### config.mk
export PLATFORM = sky130hd
export DESIGN_NAME = ifu_prefetch_queue_flat
export DESIGN_NICKNAME = d
export VERILOG_FILES = /design/src/rtl/ifu_prefetch_queue_pkg.sv /design/src/rtl/ifu_prefetch_queue_if.sv /design/src/rtl/ifu_prefetch_queue_fifo.sv /design/src/rtl/ifu_prefetch_queue.sv /design/src/flat_wrapper.sv
export SDC_FILE = /design/constraint.sdc
export NUM_CORES = 1
export LEC_CHECK = 0
export ABC_CLOCK_PERIOD_IN_PS = 2300
export CAP_MARGIN = 0
export CORE_UTILIZATION = 35
export CTS_CLUSTER_SIZE = 30
export DETAILED_ROUTE_END_ITERATION = 12
export SETUP_SLACK_MARGIN = 0.05
export SYNTH_ARGS = -nofsm -noshare
export SYNTH_HDL_FRONTEND = slang
export SYNTH_HIERARCHICAL = 1
export SYNTH_SLANG_ARGS = --single-unit
### constraint.sdc
create_clock -name clk -period 2.3 [get_ports clk]
set_input_delay 0.23 -clock clk [delete_from_list [all_inputs] [get_ports clk]]
set_output_delay 0.23 -clock clk [all_outputs]
set_load 0.005 [all_outputs]
### src/rtl/ifu_prefetch_queue_pkg.sv
// Shared fetch-stage types and constants: PC/instruction widths, reset PC and queue entry layout.
package ifu_prefetch_queue_pkg;

    localparam int unsigned XLEN = 32;
    localparam int unsigned ILEN = 32;

    localparam logic [XLEN-1:0] RESET_PC_DEFAULT = 32'h0000_3000;

    typedef struct packed {
        logic [XLEN-1:0] pc;
        logic [ILEN-1:0] instr;
    } fetch_entry_t;

    localparam int unsigned ENTRY_W = $bits(fetch_entry_t);

    // Instruction fetch is word aligned; low two target bits are ignored.
    function automatic logic [XLEN-1:0] align_pc(input logic [XLEN-1:0] addr);
        return {addr[XLEN-1:2], 2'b00};
    endfunction

endpackage

### src/rtl/ifu_prefetch_queue_if.sv
// Fetch-stage bundle: PC register link, instruction-memory port, redirect and decode handshake.
interface ifu_prefetch_queue_if;
    import ifu_prefetch_queue_pkg::*;

    logic [XLEN-1:0] pc;
    logic [XLEN-1:0] next_pc;
    logic            im_en;
    logic [ILEN-1:0] im_rdata;
    logic            redirect_valid;
    logic [XLEN-1:0] redirect_target;
    logic            out_valid;
    logic [XLEN-1:0] out_pc;
    logic [ILEN-1:0] out_instr;
    logic            out_ready;

    modport master (
        output pc, im_rdata, redirect_valid, redirect_target, out_ready,
        input  next_pc, im_en, out_valid, out_pc, out_instr
    );

    modport slave (
        input  pc, im_rdata, redirect_valid, redirect_target, out_ready,
        output next_pc, im_en, out_valid, out_pc, out_instr
    );

endinterface

### src/rtl/ifu_prefetch_queue_fifo.sv
// Synchronous FIFO with flush; head data is read combinationally from storage.
module ifu_prefetch_queue_fifo #(
    parameter int unsigned DEPTH = 4,
    parameter int unsigned WIDTH = 64
) (
    input  logic                     clk,
    input  logic                     reset,
    input  logic                     flush,
    input  logic                     push,
    input  logic [WIDTH-1:0]         wdata,
    input  logic                     pop,
    output logic [WIDTH-1:0]         rdata,
    output logic [$clog2(DEPTH):0]   count
);

    localparam int unsigned PTR_W = $clog2(DEPTH);
    localparam int unsigned CNT_W = PTR_W + 1;

    logic [WIDTH-1:0] mem_q [DEPTH];
    logic [WIDTH-1:0] mem_d [DEPTH];
    logic [PTR_W-1:0] rd_ptr_q, rd_ptr_d;
    logic [PTR_W-1:0] wr_ptr_q, wr_ptr_d;
    logic [CNT_W-1:0] count_q, count_d;

    // Flush drops all entries; storage contents are left as-is since out of range of count.
    always_comb begin
        mem_d    = mem_q;
        rd_ptr_d = rd_ptr_q;
        wr_ptr_d = wr_ptr_q;
        count_d  = count_q;
        if (flush) begin
            rd_ptr_d = '0;
            wr_ptr_d = '0;
            count_d  = '0;
        end else begin
            if (push) begin
                mem_d[wr_ptr_q] = wdata;
                wr_ptr_d        = wr_ptr_q + PTR_W'(1);
            end
            if (pop) begin
                rd_ptr_d = rd_ptr_q + PTR_W'(1);
            end
            count_d = count_q + CNT_W'(push) - CNT_W'(pop);
        end
    end

    always_ff @(posedge clk) begin
        if (reset) begin
            for (int i = 0; i < int'(DEPTH); i++) begin
                mem_q[i] <= '0;
            end
            rd_ptr_q <= '0;
            wr_ptr_q <= '0;
            count_q  <= '0;
        end else begin
            mem_q    <= mem_d;
            rd_ptr_q <= rd_ptr_d;
            wr_ptr_q <= wr_ptr_d;
            count_q  <= count_d;
        end
    end

    assign rdata = mem_q[rd_ptr_q];
    assign count = count_q;

    // A push into a full queue is only legal when the head leaves in the same cycle.
    a_no_overflow: assert property (@(posedge clk) disable iff (reset)
        (push && !flush) |-> ((count_q < CNT_W'(DEPTH)) || pop));

endmodule

### src/rtl/ifu_prefetch_queue.sv
// Fetch stage around the PC register: issues IM reads at pc, queues {pc, instr} for decode, handles redirects.
module ifu_prefetch_queue
    import ifu_prefetch_queue_pkg::*;
#(
    parameter int unsigned    DEPTH    = 4,
    parameter logic [XLEN-1:0] RESET_PC = RESET_PC_DEFAULT
) (
    input  logic                  clk,
    input  logic                  reset,
    ifu_prefetch_queue_if.slave   bus
);

    localparam int unsigned CNT_W = $clog2(DEPTH) + 1;
    localparam int unsigned SUM_W = CNT_W + 1;

    logic            req_q, req_d;
    logic [XLEN-1:0] req_pc_q, req_pc_d;
    logic [CNT_W-1:0] count_c;
    logic            credit_c;
    logic            issue_c;
    logic            push_c;
    logic            pop_c;
    logic            flush_c;
    logic [XLEN-1:0] next_pc_c;
    fetch_entry_t    wentry_c;
    fetch_entry_t    head_c;

    // Credit counts queued plus in-flight entries; a same-cycle pop does not return credit.
    always_comb begin
        credit_c  = (SUM_W'(count_c) + SUM_W'(req_q)) < SUM_W'(DEPTH);
        issue_c   = !reset && !bus.redirect_valid && credit_c;
        push_c    = !reset && req_q && !bus.redirect_valid;
        pop_c     = !reset && (count_c != '0) && bus.out_ready && !bus.redirect_valid;
        flush_c   = !reset && bus.redirect_valid;
        wentry_c  = '{pc: req_pc_q, instr: bus.im_rdata};
        next_pc_c = bus.pc;
        if (reset) begin
            next_pc_c = RESET_PC;
        end else if (bus.redirect_valid) begin
            next_pc_c = align_pc(bus.redirect_target);
        end else if (issue_c) begin
            next_pc_c = bus.pc + XLEN'(4);
        end
        req_d    = issue_c;
        req_pc_d = reset ? '0 : bus.pc;
    end

    always_ff @(posedge clk) begin
        if (reset) begin
            req_q    <= 1'b0;
            req_pc_q <= '0;
        end else begin
            req_q    <= req_d;
            req_pc_q <= req_pc_d;
        end
    end

    ifu_prefetch_queue_fifo #(
        .DEPTH (DEPTH),
        .WIDTH (ENTRY_W)
    ) u_fifo (
        .clk   (clk),
        .reset (reset),
        .flush (flush_c),
        .push  (push_c),
        .wdata (wentry_c),
        .pop   (pop_c),
        .rdata (head_c),
        .count (count_c)
    );

    assign bus.next_pc   = next_pc_c;
    assign bus.im_en     = issue_c;
    assign bus.out_valid = (count_c != '0);
    assign bus.out_pc    = head_c.pc;
    assign bus.out_instr = head_c.instr;

endmodule

### src/flat_wrapper.sv
// flat-port wrapper written by rule: the top's interface ports become plain ports
module ifu_prefetch_queue_flat import ifu_prefetch_queue_pkg::*;
#(
    parameter int unsigned    DEPTH    = 4,
    parameter logic [XLEN-1:0] RESET_PC = RESET_PC_DEFAULT
)
  (clk, reset, bus_pc, bus_im_rdata, bus_redirect_valid, bus_redirect_target, bus_out_ready, bus_next_pc, bus_im_en, bus_out_valid, bus_out_pc, bus_out_instr);
  ifu_prefetch_queue_if bus_i ();
  input  logic clk;
  input  logic reset;
  input wire logic [$bits(bus_i.pc)-1:0] bus_pc;
  input wire logic [$bits(bus_i.im_rdata)-1:0] bus_im_rdata;
  input wire logic [$bits(bus_i.redirect_valid)-1:0] bus_redirect_valid;
  input wire logic [$bits(bus_i.redirect_target)-1:0] bus_redirect_target;
  input wire logic [$bits(bus_i.out_ready)-1:0] bus_out_ready;
  output wire logic [$bits(bus_i.next_pc)-1:0] bus_next_pc;
  output wire logic [$bits(bus_i.im_en)-1:0] bus_im_en;
  output wire logic [$bits(bus_i.out_valid)-1:0] bus_out_valid;
  output wire logic [$bits(bus_i.out_pc)-1:0] bus_out_pc;
  output wire logic [$bits(bus_i.out_instr)-1:0] bus_out_instr;
  assign bus_i.pc = bus_pc;
  assign bus_i.im_rdata = bus_im_rdata;
  assign bus_i.redirect_valid = bus_redirect_valid;
  assign bus_i.redirect_target = bus_redirect_target;
  assign bus_i.out_ready = bus_out_ready;
  assign bus_next_pc = bus_i.next_pc;
  assign bus_im_en = bus_i.im_en;
  assign bus_out_valid = bus_i.out_valid;
  assign bus_out_pc = bus_i.out_pc;
  assign bus_out_instr = bus_i.out_instr;
  ifu_prefetch_queue #(.DEPTH(DEPTH), .RESET_PC(RESET_PC)) u_core (.clk(clk), .reset(reset), .bus(bus_i));
endmodule
# == Word level (Yosys, flattened, before mapping) ==
# Cells that the tools add are included.
# op_classes
add_sub_neg,6
n_mul,0
div_mod_pow,0
n_lt_le_gt_ge,4
eq_ne,0
shift,0
mux,9
n_bitwise,3
n_reduce_logical,14
# ops
op,count
256-bit bitwise mux,1
64-bit 2-to-1 mux,3
64-bit binary-select mux with 2-bit select,1
64-bit demux with 2-bit select,1
32-bit 2-to-1 mux,3
"32-bit by 3-bit adder with 32-bit output, second input constant",1
1-bit logical AND,9
"3-bit >= comparator, second input constant",2
2-bit NOT with 3-bit output,2
"2-bit by 1-bit adder with 2-bit output, second input constant",2
3-bit by 1-bit adder with 4-bit output,1
"4-bit by 3-bit < comparator with 1-bit output, second input constant",1
3-bit by 1-bit adder with 3-bit output,1
"3-bit by 1-bit < comparator with 1-bit output, second input constant",1
3-bit nonzero test,1
3-bit by 1-bit subtractor with 3-bit output,1
1-bit zero test,2
2-bit AND reduction,1
2-bit OR reduction,1
1-bit NOT,1
# totals
regBits,296
latch_bits,0
ramBits,0
mem_bits_ro,0
input_bits,100
output_inout_bits,98
wordCells,45
mem_count,0

# == Depth between registers and ports, before layout ==
# Gate-level depths: netlist of run 1.
# logic_depth
depth_word,6
ltp_mapped,9
ltp_nobuf,8

# == Hierarchy ==
# The synthesis of run 1 kept the hierarchy.
# modules_own_cells
mod,instances,cells_per_inst,area_per_inst_um2,seq_area_each_um2
ifu_prefetch_queue_fifo,1,1019,12204.2,5265.0
ifu_prefetch_queue,1,243,2025.7,660.6

# == Least setup slack after synthesis of run 1 ==
# No wires, ideal clock.
# synth_timing
kind,register to register
startpoint,"register u_core.u_fifo.count_q[1], in the netlist u_core/u_fifo/count[1]"
endpoint,"register u_core.u_fifo.count_q[2], in the netlist u_core/u_fifo/count[2]"
setup_time_ps,122
arrival_ps,2006
required_time_ps,2178
setup_slack_ps,172
stages_incl_launch_ff,9
n_path_buf,0
period_less_slack_ps,2128
path_cell_list,dfxtp_1 or3_1 and3_1 ha_1 inv_1 ha_1 fa_1 xor3_1 nor2_1
# synth_between
elab_chain_cells,5
word_cells_on_any_way,6
cone_classes,2 x add/sub; 4 x reduce/logical
# synth_lines
element,line,source
from (decl),ifu_prefetch_queue_fifo.sv:23,"logic [CNT_W-1:0] count_q, count_d;"
from (signal assigned),ifu_prefetch_queue_fifo.sv:59,count_q <= count_d;
3-bit nonzero test,--,
named net bus_out_valid,flat_wrapper.sv:18,output wire logic [$bits(bus_i.out_valid)-1:0] bus_out_valid;
1-bit logical AND (3 in a row),ifu_prefetch_queue.sv:33,pop_c = !reset && (count_c != '0) && bus.out_ready && !bus.redirect_valid;
named net u_core.pop_c,ifu_prefetch_queue.sv:22,logic pop_c;
3-bit by 1-bit subtractor with 3-bit output,ifu_prefetch_queue_fifo.sv:43,count_d = count_q + CNT_W'(push) - CNT_W'(pop);
# The timed path passes the listed nets, and every way through them passes these cells.
# A chain may end at the register's enable or synchronous reset.

# == Final worst setup path of run 1 ==
# layout_timing
startpoint,"register u_core.u_fifo.count_q[2], in the netlist u_core/u_fifo/count[2]"
endpoint,output bus_next_pc[27]
# layout_between
elab_chain_cells,6
# layout_lines
element,line,source
3-bit by 1-bit adder with 4-bit output,ifu_prefetch_queue.sv:30,credit_c = (SUM_W'(count_c) + SUM_W'(req_q)) < SUM_W'(DEPTH);
4-bit by 3-bit < comparator with 1-bit output,ifu_prefetch_queue.sv:30,
1-bit logical AND,ifu_prefetch_queue.sv:31,issue_c = !reset && !bus.redirect_valid && credit_c;
32-bit 2-to-1 mux,ifu_prefetch_queue.sv:41,end else if (issue_c) begin
32-bit 2-to-1 mux,ifu_prefetch_queue.sv:39,end else if (bus.redirect_valid) begin
32-bit 2-to-1 mux,ifu_prefetch_queue.sv:37,if (reset) begin
to (decl),flat_wrapper.sv:16,output wire logic [$bits(bus_i.next_pc)-1:0] bus_next_pc;
# Every way passes these cells.

==> results_dict.tcl, run 1 <==
set metrics [dict create \
    fin_skew_ps 14.6 \
    status "complete, but fails checks" \
    relSlewSlack_pct 42.9 \
    hold_viol 0 \
    wire_per_inst_microns 17.0 \
    n_antenna_cell 0 \
    r2r_cells 9 \
    synthTopCellsByArea "dfxtp_1 (42%), mux2i_1 (18%), nand2b_1 (14%), mux4_2 (10%), buf_6 (2.4%)" \
    synth_nets 1370 \
    min_to "u_core/req_pc_q[7]$_SDFF_PP0_" \
    final_max_slew_viol_count 0 \
    fin_nets 1672 \
    port_buffers 195 \
    ios 198 \
    grt_max_degree 229 \
    synth_flop_cell "dfxtp_1" \
    hold_path.class "in2reg" \
    r2r_end "u_core/u_fifo/count[2]$_SDFF_PP0_" \
    ir_drop_v 0.000397 \
    via_per_inst 4.78 \
    yosysSeqAreaShare_pct 41.6 \
    numClockSinks 296 \
    power_density_nw_per_um2 614 \
    synth_common_cells "nand2b_1 (321), dfxtp_1 (296), mux2i_1 (257)" \
    rsz0062_at_grt "yes" \
    cts_tree "yes" \
    grt-ovfl-total 0 \
    nFillCells 3624 \
    clock_latency_ps 510 \
    worst_path_max_delay_cell "dfxtp_4" \
    synthCells 1262 \
    drtAntennaViolNets 0 \
    path_clk_slew_ps 60 \
    cpPeakStageDelay_ps 360 \
    start_util_pct 35.7 \
    place_congestion 0.901 \
    h-tree-depth 2 \
    area_growth_pct 35.6 \
    crit_chain "nor3_4, buf_4, nand4_1, buf_6, nor4_4, xor2_2, a22o_1, buf_2" \
    yosysMostFrequentCell "nand2b_1" \
    leakage_nw 8.42 \
    syn_area_sq_um 14200 \
    synth-edff-count 0 \
    ys_ff_latch 296 \
    die_h_microns 204 \
    synth_top_area_cell "dfxtp_1" \
    final_layout_size_suffix_gt1_share_pct 25.7 \
    dpl_worst_slack_ps -497 \
    cts_max_path_buffers 3 \
    min_path_cells 3 \
    tritoncts.num_buffers 35 \
    drv_cap 0 \
    yosysWarnings 6 \
    finalCriticalPeriod_ps 2430 \
    required_ps 2070 \
    grt_pass1_vias 10500 \
    utilization_pct 48.3 \
    fp-row-count 73 \
    ctsHoldBuffers 0 \
    synth_cell_types 53 \
    critPathKind "reg2out" \
    yosysTopAreaCellShare_pct 41.6 \
    drc_errors 0 \
    path_delay_family "simple AND/OR/NAND/NOR gates" \
    rr_startpoint "u_core/u_fifo/count[2]$_SDFF_PP0_" \
    critPathMaxFanout 5 \
    antenna_found_initial 0 \
    syn_area_per_cell_sq_um 11.3 \
    hpwl_microns 23700 \
    core_region_area_sq_um 39900 \
    hold_start "reset" \
    critPathBufInv 3 \
    grt_usage_pct 17.2 \
    die_area_sq_um 41500 \
    violations "negative setup slack" \
    rrSetupSlack_ps 150 \
    via_count 10100 \
    end_kind "output pin" \
    start_kind "register" \
    die_x_microns 204 \
    fin_crit_sh_pct 105 \
    dr.pass1.iters 7 \
    cp.arrival_ps 2200 \
    setup_viol 16 \
    synthArstFlopShare_pct 0 \
    layout_setup_ws_ps -126 \
    grt_pass1_wl_microns 57000 \
    wirelength_microns 36000 \
    tightest_slew_ps 856 \
    cts_root_buf "clkbuf_16" \
    fmax_mhz 412 \
    drtIter0Drc 373 \
]
state kept, by name, summed over array words and instances (netlist names):
name and cells:
u_core/req_pc_q 32, u_core/u_fifo/rd_ptr_q 2, u_core/u_fifo/mem_q 256, u_core/req_q 1
u_core/u_fifo/wr_ptr_q 2, u_core/u_fifo/count 3
power by group:
| group | internal (mW) | switching (mW) | total (mW) |
|---|---|---|---|
| Clock | 3.53 | 2.19 | 5.72 |
| Combinational | 0.524 | 0.409 | 0.933 |
| Sequential | 5.18 | 0.0208 | 5.20 |
| Total | 9.23 | 2.62 | 11.8 |
placed cells by master (no fill, tap or decap), types with 9 or more instances in the layout:
master and count:
buf_12 36, buf_2 45, buf_4 98, buf_6 26, clkbuf_16 35, clkbuf_8 9, clkdlybuf4s15_1 25, clkdlybuf4s50_1 98
dfxtp_1 290, dlygate4sd2_1 17, inv_1 10, mux2i_1 257, mux4_2 64, nand2_1 15, nand2b_1 321, nand4_1 10
nor2_1 24, nor2b_1 32, xor2_1 12
kinds of logic (layout without fill, tap and decap cells):
group	after synthesis	after routing	synth area share, %
buf+inv	106	435	5.34
compound gates	36	36	1.96
fa+ha+maj	8	8	0.756
xor+xnor	29	29	1.89
flops	296	296	41.6
mux	322	322	28.3
simple gates	465	465	20.1
cell type report:
cell class,count,area [sq um],area share (%)
sequential,296,5940,30.8
inverter,11,41.3,0.214
timing repair buffer,360,3560,18.5
clock inverter,14,186,0.966
tap,525,657,3.40
multi-input combinational,860,7900,40.9
clock buffer,50,1010,5.25
stage by stage:
step / cells / power (mW) / TNS (ps) / hold slack [ps] / cell area (sq um)
2_1_floorplan: 1262 / 5.72 / 0 / 358 / 14200
3_3_place_gp: 1997 / 6.22 / -10170 / 455 / 17300
3_5_place_dp: 1997 / 6.22 / -11220 / 463 / 17300
4_1_cts: 2102 / 12.0 / -2980 / 152 / 19100
5_1_grt: 2116 / 12.3 / -2880 / 188 / 19300
6_report: 2116 / 11.8 / -676 / 186 / 19300
metal layers:
| metal | routed length (microns) | track usage (%) |
|---|---|---|
| met4 | 686 | 4.43 |
| met3 | 1940 | 3.80 |
| met5 | 0 | 0 |
| met2 | 17300 | 29.3 |
| met1 | 16100 | 21.8 |
how the worst max path moves through the flow:
| stage | startpoint | end | slack (ps) | cells past startpoint |
|---|---|---|---|---|
| 2_1_floorplan | u_core/u_fifo/count[1]$_SDFF_PP0_ | u_core/u_fifo/count[2]$_SDFF_PP0_ | 170 | 8 |
| 3_3_place_gp | bus_pc[2] | bus_next_pc[30] | -510 | 8 |
| 3_5_place_dp | bus_pc[2] | bus_next_pc[30] | -500 | 8 |
| 4_1_cts | u_core/u_fifo/count[2]$_SDFF_PP0_ | bus_next_pc[23] | -210 | 10 |
| 5_1_grt | u_core/u_fifo/count[2]$_SDFF_PP0_ | bus_next_pc[27] | -240 | 8 |
| 6_report | u_core/u_fifo/count[2]$_SDFF_PP0_ | bus_next_pc[27] | -130 | 8 |
tightest hold or removal path, stage by stage:
cell	delay [ps]
clkbuf_8	130
buf_4	220
nor2b_1	60
timing repair:
item,CTS,global route
resized for setup,335,55
cloned,5,0
setup endpoints to repair,97,58
pin swaps,64,39
setup buffers,36,19
(Power assumes the default switching activity.)
==> inputs of run 2 (changes only) <==
--- a/config.mk
+++ b/config.mk
@@ -5,6 +5,7 @@
 export SDC_FILE = /design/constraint.sdc
 export NUM_CORES = 1
 export LEC_CHECK = 0
+export ABC_AREA = 1
 export ABC_CLOCK_PERIOD_IN_PS = 2300
 export CAP_MARGIN = 0
 export CORE_UTILIZATION = 35
==> run 2 against run 1 <==
The flow now finishes without violations. Clock power fell by 7.2%. Non-clock buffer count fell by 30. Global-route usage rose by 2.0 points. Clock skew rose by 6.6 ps. Synthesized cell count rose by 91%. Power fell by 2.9%. Routed wire length rose by 15%. Critical path type unchanged. Largest power group unchanged. Highest routed layer unchanged.
==> results_dict.tcl, run 2 <==
set metrics [dict create \
    synth_cell_types 33 \
    synth_compound_area_share_pct 8.84 \
    fin_nets 2746 \
    hold_viol 0 \
    power_density_nw_per_um2 587 \
    yosys.area_share.simple_pct 36.6 \
    drc_errors 0 \
    multiInputGateArea_sq_um 7210 \
    nFillCells 4280 \
    place_congestion 0.830 \
    cts_tree "yes" \
    yosysWarnings 6 \
    synth_top_area_cell "dfxtp_1" \
    critPathKind "reg2out" \
    regArea_sq_um 5950 \
    cts_max_path_buffers 3 \
    h-tree-depth 2 \
    path_clk_slew_ps 60 \
    yosysMostFrequentCell "nand2_1" \
    leakage_nw 10.4 \
    synth_common_cells "nand2_1 (757), nor2_1 (586), inv_1 (323)" \
    fin_skew_ps 21.2 \
    yosysSeqAreaShare_pct 39.8 \
    syn_area_per_cell_sq_um 6.19 \
    synth-edff-count 0 \
    grt_pass1_vias 13800 \
    critPathMaxFanout 7 \
    tritoncts.num_buffers 35 \
    grt-ovfl-total 0 \
    cts_root_buf "clkbuf_16" \
    grt_pass1_wl_microns 68500 \
    drtIter0Drc 776 \
    syn_area_sq_um 14900 \
    synthTopCellsByArea "dfxtp_1 (40%), nand2_1 (19%), nor2_1 (15%), inv_1 (8.1%), o211ai_1 (3.2%)" \
    numClockSinks 296 \
    fp-row-count 75 \
    ir_drop_v 0.000430 \
    met2WireLength_microns 19200 \
    status "finished, final reports clean" \
    n_antenna_cell 0 \
    fin_crit_sh_pct 94.2 \
    final_max_slew_viol_count 0 \
    cp.arrival_ps 1940 \
    yosysTopAreaCellShare_pct 39.8 \
    drtAntennaViolNets 0 \
    synth_flop_cell "dfxtp_1" \
    start_util_pct 35.5 \
    synthXorXnorAreaFrac_pct 0.235 \
    wl_met3_microns 1980 \
    layout_commonest_cell "nand2_1" \
    rsz0062_at_grt "yes" \
    die_h_microns 208 \
    relSlewSlack_pct 74.1 \
    synthArstFlopShare_pct 0 \
    top_layer_used "met4" \
    grt_usage_pct 19.1 \
    clock_latency_ps 520 \
    layout_common_cells "nand2_1 (747), nor2_1 (575), inv_1 (319), dfxtp_1 (290), clkdlybuf4s50_1 (94)" \
    port_buffers 195 \
    synthAdderAreaFrac_pct 0.722 \
    utilization_pct 46.7 \
    area_growth_pct 31.5 \
    hpwl_microns 26300 \
    stdcell_count 3203 \
    end_kind "output pin" \
    core_region_area_sq_um 41900 \
    wire_per_inst_microns 13.0 \
    die_area_sq_um 43400 \
    largest_register_ffs 256 \
    ios 198 \
    synthCells 2407 \
    tightest_slew_ps 389 \
    synth_nets 2515 \
    ys_ff_latch 296 \
    setup_viol 0 \
    start_kind "register" \
    synth_top_family_by_area "simple AND/OR/NAND/NOR gates" \
    ctsHoldBuffers 0 \
    muxShareOfSynthArea_pct 0 \
    hold_path.class "in2reg" \
    antenna_found_initial 0 \
    dpl.cell_count 3102 \
    dr.pass1.iters 5 \
    grt_max_degree 50 \
    final_layout_size_suffix_gt1_share_pct 10.7 \
    finalCriticalPeriod_ps 2170 \
    die_x_microns 208 \
    via_per_inst 4.58 \
    drv_cap 0 \
    drt-met1-wl_microns 19600 \
    required_ps 2070 \
    wirelength_microns 41600 \
    top_register "u_core/u_fifo/mem_q" \
    fmax_mhz 461 \
    via_count 14700 \
]
## run 2: changes by cell type in the layout (fill, tap and decap cells not counted), sizes merged, moves of 67 or more
cell    change
nand2     +742
nor2      +568
nand2b    -321
inv       +312
mux2i     -257
o21ai      +85
buf        -67
## run 2: worst max-delay path, stage by stage (launching register included)
cell and delay [ps]:
dfxtp_4 400, buf_12 160, buf_12 120, buf_4 150, o211ai_1 170, nand2_1 130, dlygate4sd2_1 290
## run 2: final timing paths
kind | start | to | slack [ps] | cells after the start
hold / removal | bus_pc[8] | u_core/req_pc_q[8]$_SDFF_PP0_ | 90 | 3
setup reg to reg | u_core/u_fifo/count[1]$_SDFF_PP0_ | u_core/u_fifo/count[2]$_SDFF_PP0_ | 150 | 11
setup / recovery | u_core/u_fifo/rd_ptr_q[0]$_SDFFE_PP0P_ | bus_out_pc[14] | 130 | 6
hold reg to reg | u_core/u_fifo/mem_q[247]$_SDFFE_PP0P_ | u_core/u_fifo/mem_q[247]$_SDFFE_PP0P_ | 510 | 4
## run 2: layer usage
metal  up-vias  global-route usage, %
met5         -                      0
met4         0                   5.44
met3        57                   2.87
met2       308                   32.9
met1      6653                   24.8
li1       7667                      -
## run 2: cells by family after synthesis
family | after synthesis
xor gates and xnor gates | 4
buffers and inverters | 461
DFF | 296
and+or+nand+nor | 1409
AOI/OAI and AO/OA | 229
adders and majority gates | 8
## run 2: per-stage QoR
step	hold WS [ps]	total power, mW	instance area [sq um]	setup slack, ps	TNS, ps
after detailed placement	496	6.32	17800	-411	-6900
after CTS	138	11.7	19500	-24.7	-27.9
after floorplan	337	5.73	14900	188	0
final	93.9	11.5	19600	133	0
after global placement	492	6.31	17800	-380	-6730
after global routing	115	12.0	19600	34.5	0
## run 2: where the power goes
part           switching, mW  total [mW]  internal [mW]
combinational          0.500       0.938          0.439
clock                   2.19        5.31           3.11
sequential            0.0580        5.26           5.20
total                   2.75        11.5           8.75
## run 2: area by class of cell
class	count	area share [%]
clock buffers	49	5.20
clock inverters	14	0.485
inverters	325	6.28
multi-input cells	1650	36.8
flip-flops and latches	296	30.3
well taps	539	3.44
repair buffers	330	17.4
## run 2: timing repair
item / in CTS / in global routing
setup buffers: 28 / 3
pin swaps: 31 / 34
endpoints found under the hold margin: 0 / 0
gates resized for setup: 210 / 73
gates cloned: 7 / 1
setup endpoints to repair: 92 / 52
==> inputs of run 3 (changes only) <==
--- a/config.mk
+++ b/config.mk
@@ -11,6 +11,7 @@
 export CORE_UTILIZATION = 35
 export CTS_CLUSTER_SIZE = 30
 export DETAILED_ROUTE_END_ITERATION = 12
+export MAX_ROUTING_LAYER = met4
 export SETUP_SLACK_MARGIN = 0.05
 export SYNTH_ARGS = -nofsm -noshare
 export SYNTH_HDL_FRONTEND = slang
==> run 3 against run 2 <==
The flow now finishes with violations (negative setup slack). Sequential power about the same. Worst hold slack better by 47 ps. Maximum frequency down 6.8%. Clock skew down 12 ps. Routed wire length up 1.6%. Highest routed layer unchanged.
==> results_dict.tcl, run 3 (synthesized netlist as in run 2, its figures left out) <==
set metrics [dict create \
    tightest_slew_ps 403 \
    critPathKind "reg2out" \
    cts_root_buf "clkbuf_16" \
    seqPwrFrac_pct 43.6 \
    drv_cap 0 \
    numClockSinks 296 \
    status "complete, but fails checks" \
    dpl_worst_slack_ps -406 \
    power_density_nw_per_um2 608 \
    start_kind "register" \
    holdWs_ps 141 \
    nFillCells 4148 \
    cts_tree "yes" \
    r2r_cells 11 \
    ctsHoldBuffers 0 \
    share_comb_of_total_power_pct 7.8 \
    final_layout_size_suffix_gt1_share_pct 11.1 \
    top_register "u_core/u_fifo/mem_q" \
    port_buffers 195 \
    rr_startpoint "u_core/u_fifo/count[1]$_SDFF_PP0_" \
    hold_viol 0 \
    die_x_microns 208 \
    fp-row-count 75 \
    stdcell_count 3215 \
    grt_pass1_vias 13900 \
    drtAntennaViolNets 0 \
    end_kind "output pin" \
    ios 198 \
    start_util_pct 35.5 \
    layout_common_cells "nand2_1 (750), nor2_1 (574), inv_1 (319), dfxtp_1 (290), buf_4 (98)" \
    min_to "u_core/req_q$_SDFF_PP0_" \
    min_path_cells 4 \
    leakage_nw 10.6 \
    dpl.cell_count 3101 \
    grt-ovfl-total 0 \
    grt_max_degree 52 \
    utilization_pct 47.3 \
    post_dp_cell_area_sq_um 17800 \
    via_count 14800 \
    antenna_found_initial 0 \
    r2r_end "u_core/u_fifo/count[2]$_SDFF_PP0_" \
    rrSetupSlack_ps 200 \
    via_per_inst 4.60 \
    area_growth_pct 33.0 \
    relSlewSlack_pct 73.1 \
    die_area_sq_um 43400 \
    ir_drop_v 0.000496 \
    layout_commonest_cell "nand2_1" \
    rsz0062_at_grt "yes" \
    h-tree-depth 2 \
    tritoncts.num_buffers 34 \
    power.total_mw 12.1 \
    wire_per_inst_microns 13.1 \
    cp.arrival_ps 2100 \
    dr.pass1.iters 7 \
    wirelength_microns 42200 \
    cts_max_path_buffers 3 \
    hold_start "reset" \
    path_clk_slew_ps 60 \
    grt_usage_pct 19.7 \
    p_clk_share_pct 48.6 \
    swShare_pct 22.4 \
    fin_skew_ps 9.73 \
    drtIter0Drc 857 \
    n_antenna_cell 0 \
    hold_path.class "in2reg" \
    switchingPower_mw 2.70 \
    final_max_slew_viol_count 0 \
    fin_nets 2758 \
    layout_setup_ws_ps -25.7 \
    hpwl_microns 25800 \
    fin_crit_sh_pct 101 \
    largest_register_ffs 256 \
    clock_latency_ps 510 \
    fmax_mhz 430 \
    drc_errors 0 \
    fin_tns_setup_ps -25.7 \
    critPathMaxFanout 5 \
    violations "negative setup slack" \
    place_congestion 0.844 \
    finalCriticalPeriod_ps 2330 \
    die_h_microns 208 \
    core_region_area_sq_um 41900 \
    grt_pass1_wl_microns 68500 \
    required_ps 2070 \
    p_int_mw 9.36 \
    setup_viol 1 \
    final_area_sq_um 19800 \
]
## run 3: area by class of cell
class                           count  area [sq um]  area share [%]
Multi-Input combinational cell   1650          7190            36.3
Sequential cell                   296          5940            30.0
Timing Repair Buffer              343          3540            17.8
Inverter                          325          1230            6.20
Clock buffer                       50          1090            5.48
Tap cell                          539           674            3.40
Clock inverter                     12           163           0.820
## run 3: timing repair
action                     CTS  global route
setup endpoints to repair   91            34
setup buffers               27            17
gates resized for setup    213            59
pin swaps                   30            18
gates cloned                 8             2
## run 3: worst max path at each step
stage / endpoint / slack (ps) / start
2_1_floorplan: u_core/u_fifo/count[2]$_SDFF_PP0_ / 190 / reset
3_3_place_gp: bus_next_pc[21] / -390 / bus_pc[2]
3_5_place_dp: bus_next_pc[30] / -410 / bus_pc[2]
4_1_cts: bus_next_pc[29] / -100 / u_core/u_fifo/count[0]$_SDFF_PP0_
5_1_grt: bus_next_pc[20] / -130 / u_core/u_fifo/count[0]$_SDFF_PP0_
6_report: bus_next_pc[20] / -30 / u_core/u_fifo/count[0]$_SDFF_PP0_
## run 3: power by group through the flow
stage          clock (mW)  sequential (mW)  combinational [mW]
5_1_grt              6.26             5.26                1.04
6_report             5.87             5.26               0.940
3_3_place_gp            0             5.37               0.940
3_5_place_dp            0             5.37               0.945
4_1_cts              6.04             5.25               0.935
2_1_floorplan           0             5.35               0.376
## run 3: critical path, stage by stage, from the launching register on
cell and delay [ps]:
dfxtp_2 340, nand3_2 90, nand3_4 90, buf_4 150, nor2_4 70, buf_6 120, buf_4 110, nand2_1 60
buf_4 140, nor2_1 70, o21ai_1 80, dlygate4sd2_1 260
## run 3: per-layer routing
metal	GRT usage (%)	vias up	part of all wire, %
met1	24.7	6707	47
met3	2.76	44	4.6
met4	4.73	0	1.6
li1	-	7697	-
met5	-	-	0
met2	33.2	339	47
